--- src/rtl/alu_pkg.sv ---
// Shared definitions for the ALU sequencer datapath.
//   - ALU opcode encodings driven on alu_op
//   - instruction kind and sequencer state enums
//   - packed instruction word as stored in the instruction FIFO
package alu_pkg;

  localparam logic [2:0] OP_AND   = 3'b000;
  localparam logic [2:0] OP_OR    = 3'b001;
  localparam logic [2:0] OP_ADD   = 3'b010;
  localparam logic [2:0] OP_SUB   = 3'b110;
  localparam logic [2:0] OP_PASSB = 3'b111;

  typedef enum logic [1:0] {
    KIND_ALU_IMM = 2'b00,
    KIND_ALU_REG = 2'b01,
    KIND_STORE   = 2'b10,
    KIND_LOAD    = 2'b11
  } kind_e;

  typedef enum logic {
    ST_IDLE = 1'b0,
    ST_EXEC = 1'b1
  } state_e;

  typedef struct packed {
    kind_e      kind;
    logic [2:0] op;
    logic [1:0] idx;
    logic [3:0] imm;
  } instr_t;

  // ALU-imm and ALU-reg both need the two-cycle EXEC path.
  function automatic logic is_alu_kind(input kind_e k);
    return (k == KIND_ALU_IMM) || (k == KIND_ALU_REG);
  endfunction

endpackage

--- src/rtl/alu_sequencer_if.sv ---
// Instruction stream valid/ready bus into the ALU sequencer.
//   master : instruction source (drives valid and the instruction fields)
//   slave  : sequencer (drives ready)
interface alu_sequencer_if;
  logic       instr_valid;
  logic       instr_ready;
  logic [1:0] instr_kind;
  logic [2:0] instr_op;
  logic [1:0] instr_idx;
  logic [3:0] instr_imm;

  modport master (
    output instr_valid, instr_kind, instr_op, instr_idx, instr_imm,
    input  instr_ready
  );

  modport slave (
    input  instr_valid, instr_kind, instr_op, instr_idx, instr_imm,
    output instr_ready
  );
endinterface

--- src/rtl/alu_sequencer_instr_fifo.sv ---
// instr_fifo: synchronous FIFO of packed instructions.
//   clk, rst  : clock, synchronous active-high reset (flushes pointers)
//   push_i    : write wdata_i (ignored when full)
//   pop_i     : advance the head (ignored when empty)
//   wdata_i   : instruction to enqueue
//   rdata_o   : instruction at the head (valid when !empty_o)
//   full_o    : no free slot
//   empty_o   : nothing buffered
module instr_fifo
  import alu_pkg::*;
#(
  parameter int DEPTH = 2
) (
  input  logic   clk,
  input  logic   rst,
  input  logic   push_i,
  input  logic   pop_i,
  input  instr_t wdata_i,
  output instr_t rdata_o,
  output logic   full_o,
  output logic   empty_o
);

  localparam int AW = (DEPTH > 1) ? $clog2(DEPTH) : 1;
  localparam logic [AW:0] PTR_ONE = (AW + 1)'(1);

  instr_t     mem_q [DEPTH];
  // MSB is a wrap bit so equal indices can be told apart as full or empty.
  logic [AW:0] wr_ptr_q, wr_ptr_d;
  logic [AW:0] rd_ptr_q, rd_ptr_d;
  logic        do_push;
  logic        do_pop;

  assign empty_o = (wr_ptr_q == rd_ptr_q);
  assign full_o  = (wr_ptr_q[AW] != rd_ptr_q[AW]) &&
                   (wr_ptr_q[AW-1:0] == rd_ptr_q[AW-1:0]);
  assign do_push = push_i && !full_o;
  assign do_pop  = pop_i && !empty_o;
  assign rdata_o = mem_q[rd_ptr_q[AW-1:0]];

  always_comb begin
    wr_ptr_d = wr_ptr_q;
    rd_ptr_d = rd_ptr_q;
    if (do_push) wr_ptr_d = wr_ptr_q + PTR_ONE;
    if (do_pop)  rd_ptr_d = rd_ptr_q + PTR_ONE;
  end

  always_ff @(posedge clk) begin
    if (rst) begin
      wr_ptr_q <= '0;
      rd_ptr_q <= '0;
    end else begin
      wr_ptr_q <= wr_ptr_d;
      rd_ptr_q <= rd_ptr_d;
    end
  end

  // Storage needs no reset; the pointers define what is valid.
  always_ff @(posedge clk) begin
    if (do_push) mem_q[wr_ptr_q[AW-1:0]] <= wdata_i;
  end

endmodule

--- src/rtl/alu_sequencer.sv ---
// alu_sequencer: accumulator datapath wrapped around an external
// combinational 4-bit ALU.
//   clk, rst          : clock, synchronous active-high reset
//   instr_bus (slave) : instruction stream (valid/ready, kind/op/idx/imm)
//   alu_a/alu_b/alu_op: registered ALU operand and opcode drives
//   alu_result/zero/carry : ALU outputs, captured at the end of EXEC
//   acc, zero, carry  : accumulator and registered flags
//   done              : one-cycle pulse per retired instruction
//   busy              : not IDLE, or instructions still buffered
//
// state   | meaning
// IDLE    | pop head if present; LOAD/STORE retire here in one cycle
// EXEC    | ALU inputs are driven; capture result and flags, back to IDLE
module alu_sequencer
  import alu_pkg::*;
#(
  parameter int FIFO_DEPTH = 2
) (
  input  logic                  clk,
  input  logic                  rst,
  alu_sequencer_if.slave        instr_bus,
  output logic [3:0]            alu_a,
  output logic [3:0]            alu_b,
  output logic [2:0]            alu_op,
  input  logic [3:0]            alu_result,
  input  logic                  alu_zero,
  input  logic                  alu_carry,
  output logic [3:0]            acc,
  output logic                  zero,
  output logic                  carry,
  output logic                  done,
  output logic                  busy
);

  state_e     state_q, state_d;
  logic [3:0] acc_q, acc_d;
  logic       zero_q, zero_d;
  logic       carry_q, carry_d;
  logic [3:0] regs_q [4];
  logic [3:0] regs_d [4];
  logic [3:0] alu_a_q, alu_a_d;
  logic [3:0] alu_b_q, alu_b_d;
  logic [2:0] alu_op_q, alu_op_d;
  logic       done_q, done_d;

  instr_t     push_instr;
  instr_t     head;
  logic       fifo_push;
  logic       fifo_pop;
  logic       fifo_full;
  logic       fifo_empty;

  assign instr_bus.instr_ready = !fifo_full && !rst;
  assign fifo_push  = instr_bus.instr_valid && instr_bus.instr_ready;
  assign push_instr = '{kind: kind_e'(instr_bus.instr_kind),
                        op:   instr_bus.instr_op,
                        idx:  instr_bus.instr_idx,
                        imm:  instr_bus.instr_imm};

  instr_fifo #(
    .DEPTH (FIFO_DEPTH)
  ) u_fifo (
    .clk     (clk),
    .rst     (rst),
    .push_i  (fifo_push),
    .pop_i   (fifo_pop),
    .wdata_i (push_instr),
    .rdata_o (head),
    .full_o  (fifo_full),
    .empty_o (fifo_empty)
  );

  always_comb begin
    state_d  = state_q;
    acc_d    = acc_q;
    zero_d   = zero_q;
    carry_d  = carry_q;
    regs_d   = regs_q;
    alu_a_d  = alu_a_q;
    alu_b_d  = alu_b_q;
    alu_op_d = alu_op_q;
    done_d   = 1'b0;
    fifo_pop = 1'b0;
    case (state_q)
      ST_IDLE: begin
        if (!fifo_empty) begin
          fifo_pop = 1'b1;
          if (is_alu_kind(head.kind)) begin
            alu_a_d  = acc_q;
            // Register operand is sampled now, so a STORE retired last
            // cycle is already visible here.
            alu_b_d  = (head.kind == KIND_ALU_REG) ? regs_q[head.idx] : head.imm;
            alu_op_d = head.op;
            state_d  = ST_EXEC;
          end else if (head.kind == KIND_LOAD) begin
            acc_d   = head.imm;
            zero_d  = (head.imm == 4'h0);
            carry_d = 1'b0;
            done_d  = 1'b1;
          end else begin
            regs_d[head.idx] = acc_q;
            done_d           = 1'b1;
          end
        end
      end
      ST_EXEC: begin
        acc_d   = alu_result;
        zero_d  = alu_zero;
        carry_d = alu_carry;
        done_d  = 1'b1;
        state_d = ST_IDLE;
      end
      default: state_d = ST_IDLE;
    endcase
  end

  always_ff @(posedge clk) begin
    if (rst) begin
      state_q  <= ST_IDLE;
      acc_q    <= 4'h0;
      zero_q   <= 1'b1;
      carry_q  <= 1'b0;
      regs_q   <= '{default: 4'h0};
      alu_a_q  <= 4'h0;
      alu_b_q  <= 4'h0;
      alu_op_q <= 3'b000;
      done_q   <= 1'b0;
    end else begin
      state_q  <= state_d;
      acc_q    <= acc_d;
      zero_q   <= zero_d;
      carry_q  <= carry_d;
      regs_q   <= regs_d;
      alu_a_q  <= alu_a_d;
      alu_b_q  <= alu_b_d;
      alu_op_q <= alu_op_d;
      done_q   <= done_d;
    end
  end

  assign alu_a  = alu_a_q;
  assign alu_b  = alu_b_q;
  assign alu_op = alu_op_q;
  assign acc    = acc_q;
  assign zero   = zero_q;
  assign carry  = carry_q;
  assign done   = done_q;
  assign busy   = (state_q != ST_IDLE) || !fifo_empty;

endmodule

--- src/flat_wrapper.sv ---
// flat-port wrapper written by rule: the top's interface ports become plain ports
module alu_sequencer_flat import alu_pkg::*;
#(
  parameter int FIFO_DEPTH = 2
)
  (clk, rst, alu_a, alu_b, alu_op, alu_result, alu_zero, alu_carry, acc, zero, carry, done, busy, instr_bus_instr_valid, instr_bus_instr_kind, instr_bus_instr_op, instr_bus_instr_idx, instr_bus_instr_imm, instr_bus_instr_ready);
  alu_sequencer_if instr_bus_i ();
  input  logic clk;
  input  logic rst;
  output logic [3:0] alu_a;
  output logic [3:0] alu_b;
  output logic [2:0] alu_op;
  input  logic [3:0] alu_result;
  input  logic alu_zero;
  input  logic alu_carry;
  output logic [3:0] acc;
  output logic zero;
  output logic carry;
  output logic done;
  output logic busy;
  input wire logic [$bits(instr_bus_i.instr_valid)-1:0] instr_bus_instr_valid;
  input wire logic [$bits(instr_bus_i.instr_kind)-1:0] instr_bus_instr_kind;
  input wire logic [$bits(instr_bus_i.instr_op)-1:0] instr_bus_instr_op;
  input wire logic [$bits(instr_bus_i.instr_idx)-1:0] instr_bus_instr_idx;
  input wire logic [$bits(instr_bus_i.instr_imm)-1:0] instr_bus_instr_imm;
  output wire logic [$bits(instr_bus_i.instr_ready)-1:0] instr_bus_instr_ready;
  assign instr_bus_i.instr_valid = instr_bus_instr_valid;
  assign instr_bus_i.instr_kind = instr_bus_instr_kind;
  assign instr_bus_i.instr_op = instr_bus_instr_op;
  assign instr_bus_i.instr_idx = instr_bus_instr_idx;
  assign instr_bus_i.instr_imm = instr_bus_instr_imm;
  assign instr_bus_instr_ready = instr_bus_i.instr_ready;
  alu_sequencer #(.FIFO_DEPTH(FIFO_DEPTH)) u_core (.clk(clk), .rst(rst), .instr_bus(instr_bus_i), .alu_a(alu_a), .alu_b(alu_b), .alu_op(alu_op), .alu_result(alu_result), .alu_zero(alu_zero), .alu_carry(alu_carry), .acc(acc), .zero(zero), .carry(carry), .done(done), .busy(busy));
endmodule
--- config.mk ---
export PLATFORM = sky130hd
export DESIGN_NAME = alu_sequencer_flat
export DESIGN_NICKNAME = d
export VERILOG_FILES = /design/src/rtl/alu_pkg.sv /design/src/rtl/alu_sequencer_if.sv /design/src/rtl/alu_sequencer_instr_fifo.sv /design/src/rtl/alu_sequencer.sv /design/src/flat_wrapper.sv
export SDC_FILE = /design/constraint.sdc
export NUM_CORES = 1
export LEC_CHECK = 0
export ABC_AREA = 1
export CAP_MARGIN = 25
export CORE_MARGIN = 5
export CORE_UTILIZATION = 48
export CTS_CLUSTER_SIZE = 28
export DETAILED_ROUTE_END_ITERATION = 10
export GPL_ROUTABILITY_DRIVEN = 0
export PLACE_DENSITY = 0.72
export RECOVER_POWER = 25
export SYNTH_ARGS = -nofsm -noshare
export SYNTH_HDL_FRONTEND = slang
export SYNTH_SLANG_ARGS = --single-unit
--- constraint.sdc ---
create_clock -name clk -period 1.8 [get_ports clk]
set_input_delay 0.45 -clock clk [delete_from_list [all_inputs] [get_ports clk]]
set_output_delay 0.45 -clock clk [all_outputs]
set_load 0.05 [all_outputs]
==> flow_summary.ini <==
[setup_path]
cp_slowest_stage_delay_ns = 0.48
start_kind = input port
cp.buffers_inverters = 2
crit_arrival_ns = 1.30
worstSetupEndpointType = output pin
cp_max_fo = 4
crit_type = in -> out
worstPathCellList = clkdlybuf4s50_1 -> a21oi_2 -> buf_12
cpMaxStageDelayCell = clkdlybuf4s50_1
crit_family = buffers and inverters
critPathRequiredTime_ns = 1.35

[place]
place_ws_ns = -0.0291
hpwl_mm = 4.35
port_buffers = 39

[synthesis]
yosysMostFrequentCell = nand2_1
netlist_area_um2 = 2770
synthTopCellsByArea = dfxtp_1 (29%), edfxtp_1 (24%), nand2_1 (17%)
synth_common_cells = nand2_1 (122), nor2_1 (50), dfxtp_1 (40)
synth-main-ff-cell = dfxtp_1
synth_cell_types = 23
syn_nets = 364
synth_seq_cells = 62
synth-edff-count = 22
syn_area_per_cell_um2 = 8.06
synth.top_cell.area_share_pct = 28.9
yosys_warnings = 0
seq_area_frac_synth_pct = 52.7
synth-async-reset-ratio_pct = 0
synth_area_leader_cell = dfxtp_1
synthCells = 344

[pwr]
power.total_mw = 5.65
share_seq_of_total_power_pct = 32.9
vdd_drop_max_v = 0.000817
power_density_nw_per_um2 = 1600
combPwrFrac_pct = 44.4
p_int_mw = 3.29
swShare_pct = 41.8
power.leakage_nw = 1.47
clockPowerShare_pct = 22.7
netSwitchingPower_mw = 2.36

[floorplan]
initial_utilization_pct = 49.7
die_h_um = 86.0
rows = 27
die_w_um = 86.0
die_area_um2 = 7390
pin_count = 40
coreArea_um2 = 5570

[clock_tree]
insertion_delay_ns = 0.34
htreeDepth = 3
clk_pin_slew_ns = 0.06
numCtsBuffers = 9
cts_tree = done
clock-root-buffer = clkbuf_8
clock-sinks = 62
clockBufferDepth = 2

[sta]
fmax_ghz = 0.573
worstMarginPinSlew_ns = 0.601
drv_slew = 0
hold_viol = 0
skew_ns = 0.0105
timing.final.crit_share_pct = 97.0
max-slew-margin-rel_pct = 60.1
period_minus_slack_ns = 1.75
finalSetupViolCount = 0
setup_ws_ns = 0.0534
tns_ns = 0
fin_hold_ws_ns = 0.464

[run_status]
status = completed

[detailed_routing]
wire_per_inst_um = 12.4
drc = 0
routed_wl_mm = 5.90
drt-initial-drc-count = 115
dr.pass1.iters = 4
drt.antenna.violating_nets = 0
avgViaCountPerCell = 4.81
vias = 2288

[cells_and_area]
fin_nets = 419
drive_gt1_share_pct = 20.3
syn_to_final_growth_pct = 27.2
diodes = 0
nFillCells = 493
final_core_util_pct = 63.3

[global_routing]
grt_start_max_net_pins = 20
grt_pass1_vias = 2093
antenna_found_initial = 0
grt_first_pass_wirelength_mm = 9.84
overflow = 0
grt_util_all_layers_pct = 17.3

[job]
cap_violations = 0

[worst_hold_path]
hp-class = reg -> reg
[metrics by stage]
step | std cells | area (µm²)
finish | 476 | 3530
global route | 476 | 3530
CTS | 474 | 3490
detailed placement | 456 | 3250
global placement | 456 | 3250
floorplan | 344 | 2780
[state kept, by name (all words and copies together), names as in the netlist, named ones only]
name / flops
u_core.u_fifo.mem_q: 22
u_core.regs_q: 16
u_core.acc: 4
u_core.alu_a: 4
u_core.alu_b: 4
u_core.alu_op: 3
u_core.u_fifo.rd_ptr_q: 2
u_core.u_fifo.wr_ptr_q: 2
u_core.carry: 1
u_core.done: 1
u_core.state_q: 1
u_core.zero: 1
[routing by layer]
metal / track usage (%) / up-vias / wire length, µm / part of all wire, %
met5: 0 / - / 0 / 0
met1: 21.7 / 996 / 2670 / 45
met2: 26.6 / 63 / 2680 / 45
met4: 8.20 / 0 / 195 / 3.3
li1: - / 1209 / - / -
met3: 6.05 / 20 / 362 / 6.1
[tightest hold or removal path: cells and delay by family (launching register included)]
family           cells  cell delay [ns]
AO/OA/AOI/OAI        1             0.05
flip-flops           1             0.31
AND/OR/NAND/NOR      1             0.06
[cells in the final DEF, fill, tap and decap left out, types with 4 or more instances in the layout]
cell type	netlist	layout
nor2_4	6	7
buf_4	1	29
nand2_4	4	5
dlygate4sd3_1	0	11
nand3_1	31	31
clkbuf_8	0	9
a21oi_1	20	19
edfxtp_1	22	22
dfxtp_1	40	36
nand2_2	9	11
inv_1	16	15
nor2_1	50	50
clkbuf_1	3	4
nand2_1	122	119
clkdlybuf4s50_1	0	8
o21ai_0	5	5
[power groups by stage]
stage / Combinational [mW] / Sequential, mW / Clock [mW]
floorplan: 1.45 / 2.21 / 0
global placement: 2.39 / 1.86 / 0
detailed placement: 2.42 / 1.87 / 0
CTS: 2.49 / 1.85 / 1.30
global route: 2.76 / 1.89 / 1.38
finish: 2.51 / 1.86 / 1.28
[layout make-up]
cell class	instances	area, µm²	share of cell area, %
clock inverters	5	75.1	2.13
flip-flops and latches	62	1470	41.7
inverters	20	82.6	2.34
repair buffers	52	455	12.9
multi-input cells	254	1220	34.7
well taps	72	90.1	2.56
clock buffers	11	131	3.73
[cells by family after synthesis]
group | count (synthesis) | share of synthesized area (%)
buf+inv | 28 | 4.60
xor+xnor | 3 | 0.948
flops | 62 | 52.7
simple gates | 226 | 37.2
compound gates | 25 | 4.51
[path summary, 6_finish.rpt]
kind                                                       endpoint  slack, ns                                    from  cells after the start
worst max register to register  u_core.u_fifo.mem_q[0][3]$_DFFE_PP_       0.07  u_core.u_fifo.rd_ptr_q[0]$_SDFFE_PP0P_                      9
worst min register to register         u_core.alu_b[0]$_SDFFE_PP0P_       0.46            u_core.alu_b[0]$_SDFFE_PP0P_                      2
worst min-delay path                   u_core.alu_b[0]$_SDFFE_PP0P_       0.46            u_core.alu_b[0]$_SDFFE_PP0P_                      2
worst max-delay path                          instr_bus_instr_ready       0.05                                     rst                      3
[repair_timing]
action                                 in CTS  in global routing
setup buffers                               2                  2
hold buffers                                0                  0
setup endpoints to repair                   2                  2
endpoints found under the hold margin       0                  0
gates resized for setup                     6                  9
pin swaps                                   3                  4
(Power assumes the default switching activity.)
